**src/rtl/risc_pkg.sv**
```systemverilog
// Shared constants and types for the fetch stage of the small RISC pipeline.
package risc_pkg;

    localparam int PC_WIDTH    = 8;
    localparam int INSTR_WIDTH = 16;

    localparam logic [PC_WIDTH-1:0]    RESET_PC  = 8'h00;
    localparam logic [INSTR_WIDTH-1:0] NOP_INSTR = '0;

    // RUN: normal fetch. REFILL: waiting for the branch target to arrive.
    typedef enum logic {
        RUN    = 1'b0,
        REFILL = 1'b1
    } fetch_state_t;

endpackage

```
**src/rtl/ifid_fetch_unit_pc_register.sv**
```systemverilog
// Program counter: the PC flop, its +1 incrementer and the next-PC select.
// A redirect beats a stall, and a stall beats a memory miss.
module pc_register #(
    parameter int PC_WIDTH = risc_pkg::PC_WIDTH
) (
    input  logic                clk,
    input  logic                reset,
    input  logic                branch_pc_src,
    input  logic [PC_WIDTH-1:0] branch_addr,
    input  logic                pc_write,
    input  logic                instr_ready,
    output logic [PC_WIDTH-1:0] pc,
    output logic [PC_WIDTH-1:0] pc_plus1
);
    import risc_pkg::*;

    logic [PC_WIDTH-1:0] next_pc;

    // The incrementer wraps silently at the top of the address space.
    assign pc_plus1 = pc + PC_WIDTH'(1);

    // Pick the next PC: take the redirect first, otherwise advance only when not stalled and the fetch succeeded.
    always_comb begin
        next_pc = pc;
        if (branch_pc_src) begin
            next_pc = branch_addr;
        end else if (pc_write && instr_ready) begin
            next_pc = pc_plus1;
        end
    end

    // PC flop with asynchronous active-low reset.
    always_ff @(posedge clk or negedge reset) begin
        if (!reset) begin
            pc <= PC_WIDTH'(RESET_PC);
        end else begin
            pc <= next_pc;
        end
    end

endmodule

```
**src/rtl/ifid_fetch_unit.sv**
```systemverilog
// Instruction fetch stage: PC, IF/ID pipeline register, refill FSM and a redirect counter.
module ifid_fetch_unit #(
    parameter int PC_WIDTH    = risc_pkg::PC_WIDTH,
    parameter int INSTR_WIDTH = risc_pkg::INSTR_WIDTH
) (
    input  logic                   clk,
    input  logic                   reset,
    input  logic                   branchPcSrc,
    input  logic [PC_WIDTH-1:0]    branchAddr,
    input  logic                   IFID_flush,
    input  logic                   PCWrite,
    input  logic                   IFIDWrite,
    input  logic [INSTR_WIDTH-1:0] instrIn,
    input  logic                   instrReady,
    output logic [PC_WIDTH-1:0]    instrAddr,
    output logic [INSTR_WIDTH-1:0] IFID_instr,
    output logic [PC_WIDTH-1:0]    IFID_pcPlus1,
    output logic                   IFID_valid,
    output logic [7:0]             flushCount
);
    import risc_pkg::*;

    logic [PC_WIDTH-1:0] pc;
    logic [PC_WIDTH-1:0] pc_plus1;
    logic [PC_WIDTH-1:0] refill_target;
    logic                accept_fetch;
    fetch_state_t        state;
    fetch_state_t        next_state;

    pc_register #(
        .PC_WIDTH (PC_WIDTH)
    ) u_pc_register (
        .clk           (clk),
        .reset         (reset),
        .branch_pc_src (branchPcSrc),
        .branch_addr   (branchAddr),
        .pc_write      (PCWrite),
        .instr_ready   (instrReady),
        .pc            (pc),
        .pc_plus1      (pc_plus1)
    );

    assign instrAddr = pc;

    // Refill FSM state register.
    always_ff @(posedge clk or negedge reset) begin
        if (!reset) begin
            state <= RUN;
        end else begin
            state <= next_state;
        end
    end

    // Any redirect (re)enters REFILL; leave once the target has actually been fetched.
    always_comb begin
        next_state = state;
        case (state)
            RUN: begin
                if (branchPcSrc) begin
                    next_state = REFILL;
                end
            end
            REFILL: begin
                if (branchPcSrc) begin
                    next_state = REFILL;
                end else if (instrReady && PCWrite) begin
                    next_state = RUN;
                end
            end
            default: next_state = RUN;
        endcase
    end

    // While refilling, only an instruction from the latched target address may enter IF/ID.
    always_comb begin
        accept_fetch = instrReady;
        if ((state == REFILL) && (pc != refill_target)) begin
            accept_fetch = 1'b0;
        end
    end

    // Remember the most recent redirect target for the refill address check.
    always_ff @(posedge clk or negedge reset) begin
        if (!reset) begin
            refill_target <= PC_WIDTH'(RESET_PC);
        end else if (branchPcSrc) begin
            refill_target <= branchAddr;
        end
    end

    // Count taken redirects, sticking at the maximum value.
    always_ff @(posedge clk or negedge reset) begin
        if (!reset) begin
            flushCount <= 8'h00;
        end else if (branchPcSrc && (flushCount != 8'hFF)) begin
            flushCount <= flushCount + 8'h01;
        end
    end

    // IF/ID register: flush beats hold, hold beats a bubble, and a good fetch loads the instruction.
    always_ff @(posedge clk or negedge reset) begin
        if (!reset) begin
            IFID_instr   <= INSTR_WIDTH'(NOP_INSTR);
            IFID_pcPlus1 <= '0;
            IFID_valid   <= 1'b0;
        end else if (IFID_flush) begin
            IFID_instr <= INSTR_WIDTH'(NOP_INSTR);
            IFID_valid <= 1'b0;
        end else if (!IFIDWrite) begin
            IFID_instr   <= IFID_instr;
            IFID_pcPlus1 <= IFID_pcPlus1;
            IFID_valid   <= IFID_valid;
        end else if (accept_fetch) begin
            IFID_instr   <= instrIn;
            IFID_pcPlus1 <= pc_plus1;
            IFID_valid   <= 1'b1;
        end else begin
            IFID_instr <= INSTR_WIDTH'(NOP_INSTR);
            IFID_valid <= 1'b0;
        end
    end

endmodule
```
**config.mk**
```make
export PLATFORM = sky130hd
export DESIGN_NAME = ifid_fetch_unit
export DESIGN_NICKNAME = d
export VERILOG_FILES = /design/src/rtl/risc_pkg.sv /design/src/rtl/ifid_fetch_unit_pc_register.sv /design/src/rtl/ifid_fetch_unit.sv
export SDC_FILE = /design/constraint.sdc
export NUM_CORES = 1
export LEC_CHECK = 0
export ABC_AREA = 1
export BUFFER_PORTS_ARGS = -buffer_cell sky130_fd_sc_hd__buf_2
export CAP_MARGIN = 20
export CORE_AREA = 5 5 120 76
export DETAILED_ROUTE_END_ITERATION = 10
export DIE_AREA = 0 0 125 81
export GPL_ROUTABILITY_DRIVEN = 0
export PLACE_DENSITY_LB_ADDON = 0.15
export SLEW_MARGIN = 10
export SYNTH_ARGS = -nofsm -noshare
export SYNTH_HDL_FRONTEND = slang
export SYNTH_SLANG_ARGS = --single-unit
```
**constraint.sdc**
```tcl
create_clock -name clk -period 1.7 [get_ports clk]
set_clock_uncertainty 0.15 [all_clocks]
set_input_delay 0.085 -clock clk [delete_from_list [all_inputs] [get_ports clk]]
set_output_delay 0.085 -clock clk [all_outputs]
set_load 0.01 [all_outputs]
```
==> results.md, run 1 <==
* Switching Share at 30.47%
* HPWL Detailed at 4702 um
* Distinct cells, synth at 24
* Total power draw at ~0.0033 W
* Final Util at between 40% and 50%
* Die height at between 80 and 90 um
* Post-route cell area at approximately 3300 um2
* Setup TNS at 0 ns
* Final ANT Viol Nets at 0
* Post-synth top area share at around 54%
* Sequential fraction of the synthesis area at between 50 and 60%
* Antenna Cells at 0
* Vias in the first global route at slightly above 2000
* Slowest CP cell: dfrtp_2
* Gate power share at 26.1%
* Crit-path max cell delay at around 0.42 ns
* DIE AREA at 10130 um2
* PortBufs at 71
* First-pass GRT wire length at roughly 11000 um
* Pre-Repair DR Iteration Count at 4
* P&R area growth vs syn at 44.92%
* CP cell instances: ha_1 > nand3_1 > nor3_1 > xor2_1 > nand3_1 > nand2_1
* Hold Path Class: in -> reg
* Clk Latency, worst-skew pair at 0.29 ns
* CP dominant cell by count: nand3_1
* # DRC at 0
* Synth Cell Area at ~2300 um2
* DR WL/cell at ~13 um
* TritonCTS sink count at 50
* Final worst path period share at between 90 and 100%
* Worst Slack Setup Final at 0.08584 ns
* VDD IR-drop max at a little under 400 uV
* Max H-tree Level at 2
* Worst Setup Path Type: reg -> reg
* CTS tree: yes
* Synth warn at 0
* Seq pwr share at between 40% and 50%
* CTS root buffer: clkbuf_16
* Synth Register Bits at 50
* Clock power share at between 20 and 30%
* Largest net degree at the start of global routing at between 50 and 60
* Most common cell after layout, fill and taps aside: nand2_1
* Number of buffers created by CTS at 5
* Pint at around 0.0023 W
* Initial DRC count at between 100 and 150
* Crit. End Element: flip-flop
* Slew margin rel. at 81.39%
* Core Box Area at slightly below 8000 um2
* RSZ-0062 raised after global routing: yes
* Number of fill cells at about 790
* Synth top area cells: dfrtp_1 54%, nand2_1 18%, nand3_1 7.4%
* Worst Setup Start Kind: flip-flop
* Outcome: completed
* Final Setup Violations at 0
* Nets at ~420
* Syn avg cell area at ~8.5 um2
* Commonest cells after routing, fill and taps aside: 111 x nand2_1, 71 x buf_2, 48 x dfrtp_1, 34 x nand3_1, 27 x dlygate4sd3_1
* Multi-input logic area at between 900 and 1000 um2
* Final hold vios at 0
* Syn Nets at between 300 and 400
* Tightest Pin Transition at between 0.2 and 0.3 ns
* Vias/cell at between 4 and 5
* IO Count at a little over 70
* Total global-route track usage at a little over an eighth
* Worst EP required at between 1.5 and 2 ns
* Mapped Cells at between 200 and 300
* Leak pwr at about 1.8 nW
* Switch Pwr at between 0.001 and 0.0015 W
* Fin crit period at around 1.6 ns
* Number of core rows at 25
* Worst slack, placed at about 0.055 ns
* Initial antenna violation count at 0
* Max Cap Viol at 0
* Wirelength, routed at about 6400 um
* Clock buffer depth at 2
* Dominant cell type by area after synthesis: dfrtp_1
* Max Freq at about 620 MHz
* Final Max Tran Viols at 0
* DIE WIDTH at about 130 um
* Pwr dens at about 1000 nW/um2
* GRT overflow at 0
* Initial Utilization at between 20% and 30%
* Proportion of layout cells with a drive suffix above 1 at about 28%
* Worst-path maximum fanout at 6
* Worst-path clk slew at approximately 0.07 ns
* Arr. time, crit path at 1.69 ns
* Vias at approximately 2100
* Placed cell areas at around 2900 um2
* Reg area at around 1300 um2
[through the flow]
| stage | std cells | hold WS, ns |
|---|---|---|
| floorplan | 271 | -0.3606 |
| global placement | 459 | -0.04611 |
| detailed placement | 459 | -0.04876 |
| CTS | 493 | 0.01271 |
| global route | 496 | 0.04033 |
| finish | 496 | 0.003621 |
[state kept, by name (all words and copies together) (netlist names)]
register          count
IFID_pcPlus1          8
u_pc_register.pc      8
state                 1
IFID_instr           16
flushCount            8
refill_target         8
IFID_valid            1
[critical path, delay by kind of cell, from the launching register on]
family                   cells  cell delay [ns]
adder cells (fa/ha/maj)      1             0.22
AND/OR/NAND/NOR              4             0.51
flip-flops                   1             0.42
XOR/XNOR                     1             0.25
[final cells by class]
| type | instances | share of cell area [%] |
|---|---|---|
| Clock buffer | 7 | 3.977 |
| Inverter | 20 | 2.251 |
| Multi-Input combinational cell | 193 | 28.11 |
| Sequential cell | 50 | 37.60 |
| Tap cell | 108 | 4.053 |
| Timing Repair Buffer | 118 | 24.01 |
[final timing paths]
path / from / endpoint / slack [ns] / cells after the start
max: u_pc_register.pc[1]$_DFFE_PN0P_ / IFID_pcPlus1[6]$_DFFE_PN0P_ / 0.09 / 6
min: branchPcSrc / refill_target[3]$_DFFE_PN0P_ / 0.004 / 3
max reg2reg: u_pc_register.pc[1]$_DFFE_PN0P_ / IFID_pcPlus1[6]$_DFFE_PN0P_ / 0.09 / 6
min reg2reg: IFID_pcPlus1[0]$_DFFE_PN0P_ / IFID_pcPlus1[0]$_DFFE_PN0P_ / 0.31 / 2
max in group asynchronous: reset / u_pc_register.pc[0]$_DFFE_PN0P_ / 0.98 / 3
min in group asynchronous: reset / refill_target[7]$_DFFE_PN0P_ / 0.16 / 3
[logic make-up (layout without fill, tap and decap cells)]
group	count (synthesis)	after routing	share of synthesized area, %
and+or+nand+nor	162	162	29.53
xor gates and xnor gates	15	15	5.710
AOI/OAI and AO/OA	14	14	3.970
buffers and inverters	28	145	5.329
adders and majority gates	2	2	1.087
DFF	50	50	54.38
[power groups by stage]
stage | Clock [W] | Sequential [W] | Combinational [W]
after floorplan | 0 | 0.00159 | 0.000352
after detailed placement | 0 | 0.00153 | 0.000784
final | 0.000951 | 0.00151 | 0.000866
after global routing | 0.00104 | 0.00153 | 0.000980
after CTS | 0.000998 | 0.00151 | 0.000834
after global placement | 0 | 0.00154 | 0.000773
[timing repair]
item	4_1_cts	5_1_grt
gates resized for setup	0	6
setup endpoints to repair	0	28
endpoints found under the hold margin	83	0
hold buffers	27	0
setup buffers	0	3
[layer usage]
metal | vias up | routed length [um] | part of all wire (%) | global-route usage (%)
met5 | - | 0 | 0 | 0
met4 | 0 | 90 | 1.4 | 4.221
met3 | 10 | 349 | 5.5 | 4.271
met2 | 50 | 2559 | 40 | 18.27
met1 | 972 | 3379 | 53 | 19.22
li1 | 1091 | - | - | -
[cells in the mapped netlist, drive strengths merged]
master,count
nor3,1
nand3,34
ha,2
o211ai,4
clkbuf,3
and3,1
dfrtp,50
o21ai,7
o221ai,1
nor2,9
buf,5
xor2,7
a31oi,1
nand2,115
xnor2,8
a21boi,1
nand4,2
inv,20
Power figures use the tool's default switching activity.
==> run 2: changes to the inputs <==
--- a/config.mk
+++ b/config.mk
@@ -6,11 +6,11 @@
 export NUM_CORES = 1
 export LEC_CHECK = 0
 export ABC_AREA = 1
-export BUFFER_PORTS_ARGS = -buffer_cell sky130_fd_sc_hd__buf_2
 export CAP_MARGIN = 20
 export CORE_AREA = 5 5 120 76
 export DETAILED_ROUTE_END_ITERATION = 10
 export DIE_AREA = 0 0 125 81
+export DONT_BUFFER_PORTS = 1
 export GPL_ROUTABILITY_DRIVEN = 0
 export PLACE_DENSITY_LB_ADDON = 0.15
 export SLEW_MARGIN = 10
==> constraint.sdc (replaced) <==
create_clock -name clk -period 1.35 [get_ports clk]
set_clock_uncertainty 0.15 [all_clocks]
set_input_delay 0.0675 -clock clk [delete_from_list [all_inputs] [get_ports clk]]
set_output_delay 0.0675 -clock clk [all_outputs]
set_load 0.01 [all_outputs]
==> results.md, run 2 (synthesis results as in run 1) <==
* Outcome: complete, but fails checks
* Failing checks: negative hold slack, negative setup slack
* Number of fill cells at 721 (-8.2%)
* Hold Path Class: in -> async
* Clk Latency, worst-skew pair at 0.30 ns (about the same)
* Initial Utilization at 29.54% (unchanged)
* Most flop-heavy register: IFID_instr
* GRT overflow at 0 (unchanged)
* Worst Setup Path Type: reg -> reg
* Final worst path period share at 114.2% (+19 points)
* Max H-tree Level at 2 (unchanged)
* Worst EP required at 1.44 ns (-0.34 ns)
* Nets at 388 (-7.8%)
* Arr. time, crit path at 1.63 ns (-0.06 ns)
* Slew margin rel. at 65.87% (-16 points)
* Non-Filler Instances at 464 (-6.5%)
* Worst-path maximum fanout at 8 (+2)
* Fin crit period at 1.542 ns (-0.07193 ns)
* Clock buffer depth at 2 (unchanged)
* Pwr dens at 1234 nW/um2 (+24%)
* Pre-Repair DR Iteration Count at 4 (unchanged)
* Max Cap Viol at 0 (unchanged)
* First-pass GRT wire length at 11770 um (+12%)
* HPWL Detailed at 4844 um (+3.0%)
* Worst-path clk slew at 0.07 ns (about the same)
* P&R area growth vs syn at 64.82%
* Worst Slack Setup Final at -0.1922 ns (-0.2781 ns)
* Vias at 2086 (-1.7%)
* Final Setup Violations at 40 (+40)
* Max reg flops at 16 (unchanged)
* Core Box Area at 7789 um2 (unchanged)
* DIE AREA at 10130 um2 (unchanged)
* Final ANT Viol Nets at 0 (unchanged)
* Slowest CP cell: dfrtp_2
* Proportion of layout cells with a drive suffix above 1 at 41.01% (+13 points)
* Vias in the first global route at 2106 (+4.3%)
* Total global-route track usage at 14.89% (+1.7 points)
* # DRC at 0 (unchanged)
* Reg-to-reg startpoint: u_pc_register.pc[3]$_DFFE_PN0P_
* Worst r2r path cells at 8 (+2)
* Most common cell after layout, fill and taps aside: nand2_1
* Vias/cell at 4.496 (+5.0%)
* Initial DRC count at 150 (+28%)
* Worst setup path start: u_pc_register.pc[3]$_DFFE_PN0P_
* Crit. End Element: flip-flop
* Max Freq at 648.4 MHz (+4.7%)
* Final Util at 48.69% (+5.9 points)
* VDD IR-drop max at 564.8 uV (+46%)
* RSZ-0062 raised after global routing: yes
* Largest net degree at the start of global routing at 51 (unchanged)
* Commonest cells after routing, fill and taps aside: 89 x nand2_1, 42 x dfrtp_1, 36 x buf_4, 31 x dlygate4sd3_1, 26 x nand3_2
* Die height at 81 um (unchanged)
* Placed insts at 408 (-11%)
* Hold_ws at -0.6909 ns (-0.6946 ns)
* CP cell instances: xnor2_2 > nand2_1 > nor2_2 > nand2_4 > nand2_8 > clkbuf_16 > nand3_2 > nand2_1
* Crit-path max cell delay at 0.44 ns (+0.02 ns)
* Worst Setup Start Kind: flip-flop
* Antenna Cells at 0 (unchanged)
* CTS root buffer: clkbuf_16
* CP bufs+invs at 1 (+1)
* Leak pwr at 1.797 nW (-2.3%)
* Multi-input logic area at 1349 um2 (+44%)
* PortBufs at 0 (-100%)
* Number of buffers created by CTS at 5 (unchanged)
* Number of core rows at 25 (unchanged)
* DIE WIDTH at 125 um (unchanged)
* Reg area at 1261 um2 (+0.60%)
* CP top delay family: simple AND/OR/NAND/NOR gates
* Wirelength, routed at 7420 um (+16%)
* Critical path depth in cells at 8 (+2)
* Final Max Tran Viols at 0 (unchanged)
* DR WL/cell at 15.99 um (+24%)
* TritonCTS sink count at 50 (unchanged)
* Final hold vios at 50 (+50)
* CTS tree: yes
* Initial antenna violation count at 0 (unchanged)
* Worst slack, placed at -0.1977 ns (-0.2525 ns)
* CP dominant cell by count: nand2_1
* IO Count at 72 (unchanged)
* Tightest Pin Transition at 0.5119 ns (+0.2327 ns)
run 2: cell types whose count changed in the layout (fill, tap and decap cells not counted), moves of 5 or more:
cell | previous run | this run
xor2_1 | 7 | 2
xnor2_1 | 8 | 3
nand3_1 | 34 | 6
dfrtp_2 | 2 | 8
dfrtp_1 | 48 | 42
nand3_2 | 0 | 26
buf_4 | 18 | 36
buf_6 | 0 | 11
nand2_2 | 1 | 20
nand2_1 | 111 | 89
xnor2_2 | 0 | 5
buf_2 | 71 | 0
run 2: worst paths after layout:
path	endpoint	slack, ns
hold reg to reg	refill_target[6]$_DFFE_PN0P_	0.35
setup reg to reg	IFID_instr[1]$_DFFE_PN0P_	-0.19
min in group clk	u_pc_register.pc[1]$_DFFE_PN0P_	0.15
setup / recovery	IFID_instr[1]$_DFFE_PN0P_	-0.19
hold / removal	IFID_instr[0]$_DFFE_PN0P_	-0.69
max in group asynchronous	u_pc_register.pc[2]$_DFFE_PN0P_	1.64
run 2: area by class of cell:
type / instances / share of cell area [%]
clock buffer: 6 / 3.662
clock inverter: 2 / 0.4289
inverter: 20 / 2.112
multi-input combinational: 194 / 35.57
sequential: 50 / 33.26
tap: 108 / 3.563
timing repair buffer: 84 / 21.41
run 2: routing by layer:
metal	routed length, um	GRT usage, %	up-vias	part of all wire (%)
met5	0	0	-	0
met4	69	4.221	0	0.93
li1	-	-	1029	-
met3	687	6.242	5	9.3
met1	3741	21.81	981	50
met2	2922	19.72	71	39
run 2: power by group:
part,internal [W],leakage [nW],total (W),switching (W)
clock,0.000745,0.0735,0.00133,0.000588
sequential,0.00171,0.634,0.00193,0.000220
combinational,0.000722,1.09,0.00141,0.000693
total,0.00318,1.80,0.00468,0.00150
run 2: metrics by stage:
stage                     area (um2)  setup TNS [ns]  power [W]  hold WS [ns]
after floorplan                 2441          -2.436   0.002496       -0.3781
after global placement          2811          -6.104   0.002955       -0.3765
after detailed placement        2811          -5.572   0.002960       -0.3767
after CTS                       3475          -6.453   0.004545       -0.7033
after global routing            3792          -9.430   0.004941       -0.7072
final                           3792          -5.807   0.004680       -0.6909
run 2: repair_timing:
item                                    in CTS  in global routing
endpoints found under the hold margin       92                 54
endpoints found under the setup margin      39                 43
resized for setup                           25                 52
setup buffers                                6                  8
hold buffers                                34                  1
gates cloned                                 0                  2
pin swaps                                   12                 32
run 2: worst reg2reg max path, cell delays in order (launching register included):
cell       delay, ns
dfrtp_2         0.44
xnor2_2         0.13
nand2_1         0.10
nor2_2          0.16
nand2_4         0.08
nand2_8         0.13
clkbuf_16       0.18
nand3_2         0.05
nand2_1         0.06
==> run 3: changes to the inputs <==
--- a/config.mk
+++ b/config.mk
@@ -7,11 +7,14 @@
 export LEC_CHECK = 0
 export ABC_AREA = 1
 export CAP_MARGIN = 20
+export CELL_PAD_IN_SITES_DETAIL_PLACEMENT = 0
+export CELL_PAD_IN_SITES_GLOBAL_PLACEMENT = 2
 export CORE_AREA = 5 5 120 76
 export DETAILED_ROUTE_END_ITERATION = 10
 export DIE_AREA = 0 0 125 81
 export DONT_BUFFER_PORTS = 1
 export GPL_ROUTABILITY_DRIVEN = 0
+export GPL_TIMING_DRIVEN = 1
 export PLACE_DENSITY_LB_ADDON = 0.15
 export SLEW_MARGIN = 10
 export SYNTH_ARGS = -nofsm -noshare
==> results.md, run 3 (synthesis results as in run 1) <==
* Worst-path clk slew at 0.07 ns (about the same)
* CTS tree: yes
* Vias at 1940 (-7.0%)
* Hold_ws at -0.6816 ns (+0.009383 ns)
* R2R Setup Slk at -0.19 ns (about the same)
* DIE AREA at 10130 um2 (unchanged)
* Total global-route track usage at 14.15% (-0.74 points)
* Worst Setup Start Kind: flip-flop
* Total power draw at 0.004418 W (-5.6%)
* Reg-to-reg startpoint: refill_target[7]$_DFFE_PN0P_
* Worst slack, placed at -0.1809 ns (+0.01675 ns)
* CP dominant cell by count: nand2_1
* Final Setup Violations at 38 (-5.0%)
* Number of core rows at 25 (unchanged)
* Final ANT Viol Nets at 0 (unchanged)
* IO Count at 72 (unchanged)
* Largest net degree at the start of global routing at 51 (unchanged)
* Max Cap Viol at 0 (unchanged)
* Pre-Repair DR Iteration Count at 4 (unchanged)
* Worst EP required at 1.43 ns (about the same)
* Tightest Pin Transition at 0.4027 ns (-0.1092 ns)
* Worst setup path start: refill_target[7]$_DFFE_PN0P_
* Max reg flops at 16 (unchanged)
* Final worst path period share at 114.4% (+0.17 points)
* Reg-to-reg critical path endpoint: IFID_instr[14]$_DFFE_PN0P_
* Number of buffers created by CTS at 5 (unchanged)
* Slew margin rel. at 73.06% (+7.2 points)
* Initial Utilization at 29.54% (unchanged)
* Clock buffer depth at 2 (unchanged)
* Placed insts at 412 (+0.98%)
* Crit-path max cell delay at 0.41 ns (-0.03 ns)
* GRT overflow at 0 (unchanged)
* Outcome: complete, but fails checks
* Antenna Cells at 0 (unchanged)
* Clk Latency, worst-skew pair at 0.29 ns (about the same)
* Worst Setup Path Type: reg -> reg
* Hold Path Class: in -> async
* Final hold vios at 50 (unchanged)
* Max H-tree Level at 2 (unchanged)
* Worst-path maximum fanout at 10 (+2)
* Worst r2r path cells at 8 (unchanged)
* Slowest CP cell: dfrtp_1
* Commonest cells after routing, fill and taps aside: 102 x nand2_1, 42 x dfrtp_1, 38 x buf_4, 33 x dlygate4sd3_1, 21 x nand3_2
* TritonCTS sink count at 50 (unchanged)
* RSZ-0062 raised after global routing: yes
* Vias/cell at 4.273 (-5.0%)
* Initial DRC count at 92 (-39%)
* CTS root buffer: clkbuf_16
* Pwr dens at 1278 nW/um2 (+3.6%)
* Leak pwr at 1.672 nW (-6.9%)
* P&R area growth vs syn at 50.24%
* Core Box Area at 7789 um2 (unchanged)
* Proportion of layout cells with a drive suffix above 1 at 30.92% (-10 points)
* HPWL Detailed at 4931 um (+1.8%)
* Reg area at 1261 um2 (unchanged)
* Nets at 378 (-2.6%)
* Fin crit period at 1.545 ns (+0.002325 ns)
* Wirelength, routed at 6921 um (-6.7%)
* Multi-input logic area at 1147 um2 (-15%)
* Non-Filler Instances at 454 (-2.2%)
* Worst Slack Setup Final at -0.1945 ns (-0.002325 ns)
* Final Max Tran Viols at 0 (unchanged)
* PortBufs at 0 (unchanged)
* Max Freq at 647.4 MHz (-0.15%)
* Vias in the first global route at 2017 (-4.2%)
* Setup TNS at -5.057 ns (+0.7492 ns)
* VDD IR-drop max at 522.4 uV (-7.5%)
* CP cell instances: xnor2_2 > nand2_1 > nor2_1 > nand2_1 > nand2_4 > buf_12 > nand3_2 > nand2_2
* DIE WIDTH at 125 um (unchanged)
* # DRC at 0 (unchanged)
* Most common cell after layout, fill and taps aside: nand2_1
* Initial antenna violation count at 0 (unchanged)
* Crit. End Element: flip-flop
* DR WL/cell at 15.24 um (-4.7%)
* Arr. time, crit path at 1.62 ns (about the same)
* Number of fill cells at 746 (+3.5%)
* Die height at 81 um (unchanged)
* Most flop-heavy register: IFID_instr
* Failing checks: negative hold slack, negative setup slack
* First-pass GRT wire length at 11090 um (-5.8%)
## run 3: cell types whose count changed in the layout (fill, tap and decap cells not counted), moves of 3 or more
cell | before | now
nand2_2 | 20 | 10
nand2_1 | 89 | 102
xnor2_1 | 3 | 6
xnor2_2 | 5 | 2
nand3_2 | 26 | 21
nand3_1 | 6 | 13
buf_6 | 11 | 1
## run 3: worst max path at each step
stage,end,cells past startpoint
2_1_floorplan,flushCount[1]$_DFFE_PN0P_,8
3_5_place_dp,IFID_instr[14]$_DFFE_PN0P_,8
3_3_place_gp,IFID_pcPlus1[5]$_DFFE_PN0P_,8
5_1_grt,IFID_pcPlus1[6]$_DFFE_PN0P_,6
6_report,IFID_instr[14]$_DFFE_PN0P_,8
4_1_cts,IFID_instr[14]$_DFFE_PN0P_,8
## run 3: routing by layer
metal / GRT usage (%) / vias up / part of all wire (%)
met5: 0 / - / 0
met4: 2.597 / 0 / 0.30
met3: 5.256 / 2 / 6.3
met2: 20.10 / 39 / 40
met1: 20.66 / 890 / 54
li1: - / 1009 / -
## run 3: critical path: cells and delay by family (launching register included)
kind | cells | cell delay (ns)
buffers and inverters | 1 | 0.15
and+or+nand+nor | 6 | 0.59
DFF | 1 | 0.41
xor gates and xnor gates | 1 | 0.17
## run 3: final cells by class
| cell class | instances | share of cell area (%) |
|---|---|---|
| Timing Repair Buffer | 75 | 19.87 |
| Tap cell | 108 | 3.909 |
| Multi-Input combinational cell | 193 | 33.19 |
| Inverter | 20 | 2.389 |
| Clock buffer | 6 | 3.728 |
| Clock inverter | 2 | 0.4343 |
| Sequential cell | 50 | 36.48 |
## run 3: metrics by stage
| stage | area [um2] | hold slack, ns | util (%) |
|---|---|---|---|
| 2_1_floorplan | 2441 | -0.3781 | - |
| 3_3_place_gp | 2867 | -0.3758 | 36.80 |
| 3_5_place_dp | 2867 | -0.3761 | 36.80 |
| 4_1_cts | 3387 | -0.6972 | 43.49 |
| 5_1_grt | 3457 | -0.6999 | 44.39 |
| 6_report | 3457 | -0.6816 | 44.39 |
## run 3: power by group
group          switching, W  total (W)  internal [W]
registers          0.000201    0.00191       0.00171
logic              0.000619    0.00125      0.000631
clock network      0.000566    0.00125      0.000689
total               0.00139    0.00442       0.00303
## run 3: what timing repair did
item                                    4_1_cts  5_1_grt
endpoints found under the setup margin       39       40
resized for setup                            15       10
hold buffers                                 32        2
endpoints found under the hold margin        91       51
pin swaps                                    10        5
buffers inserted                              0        2
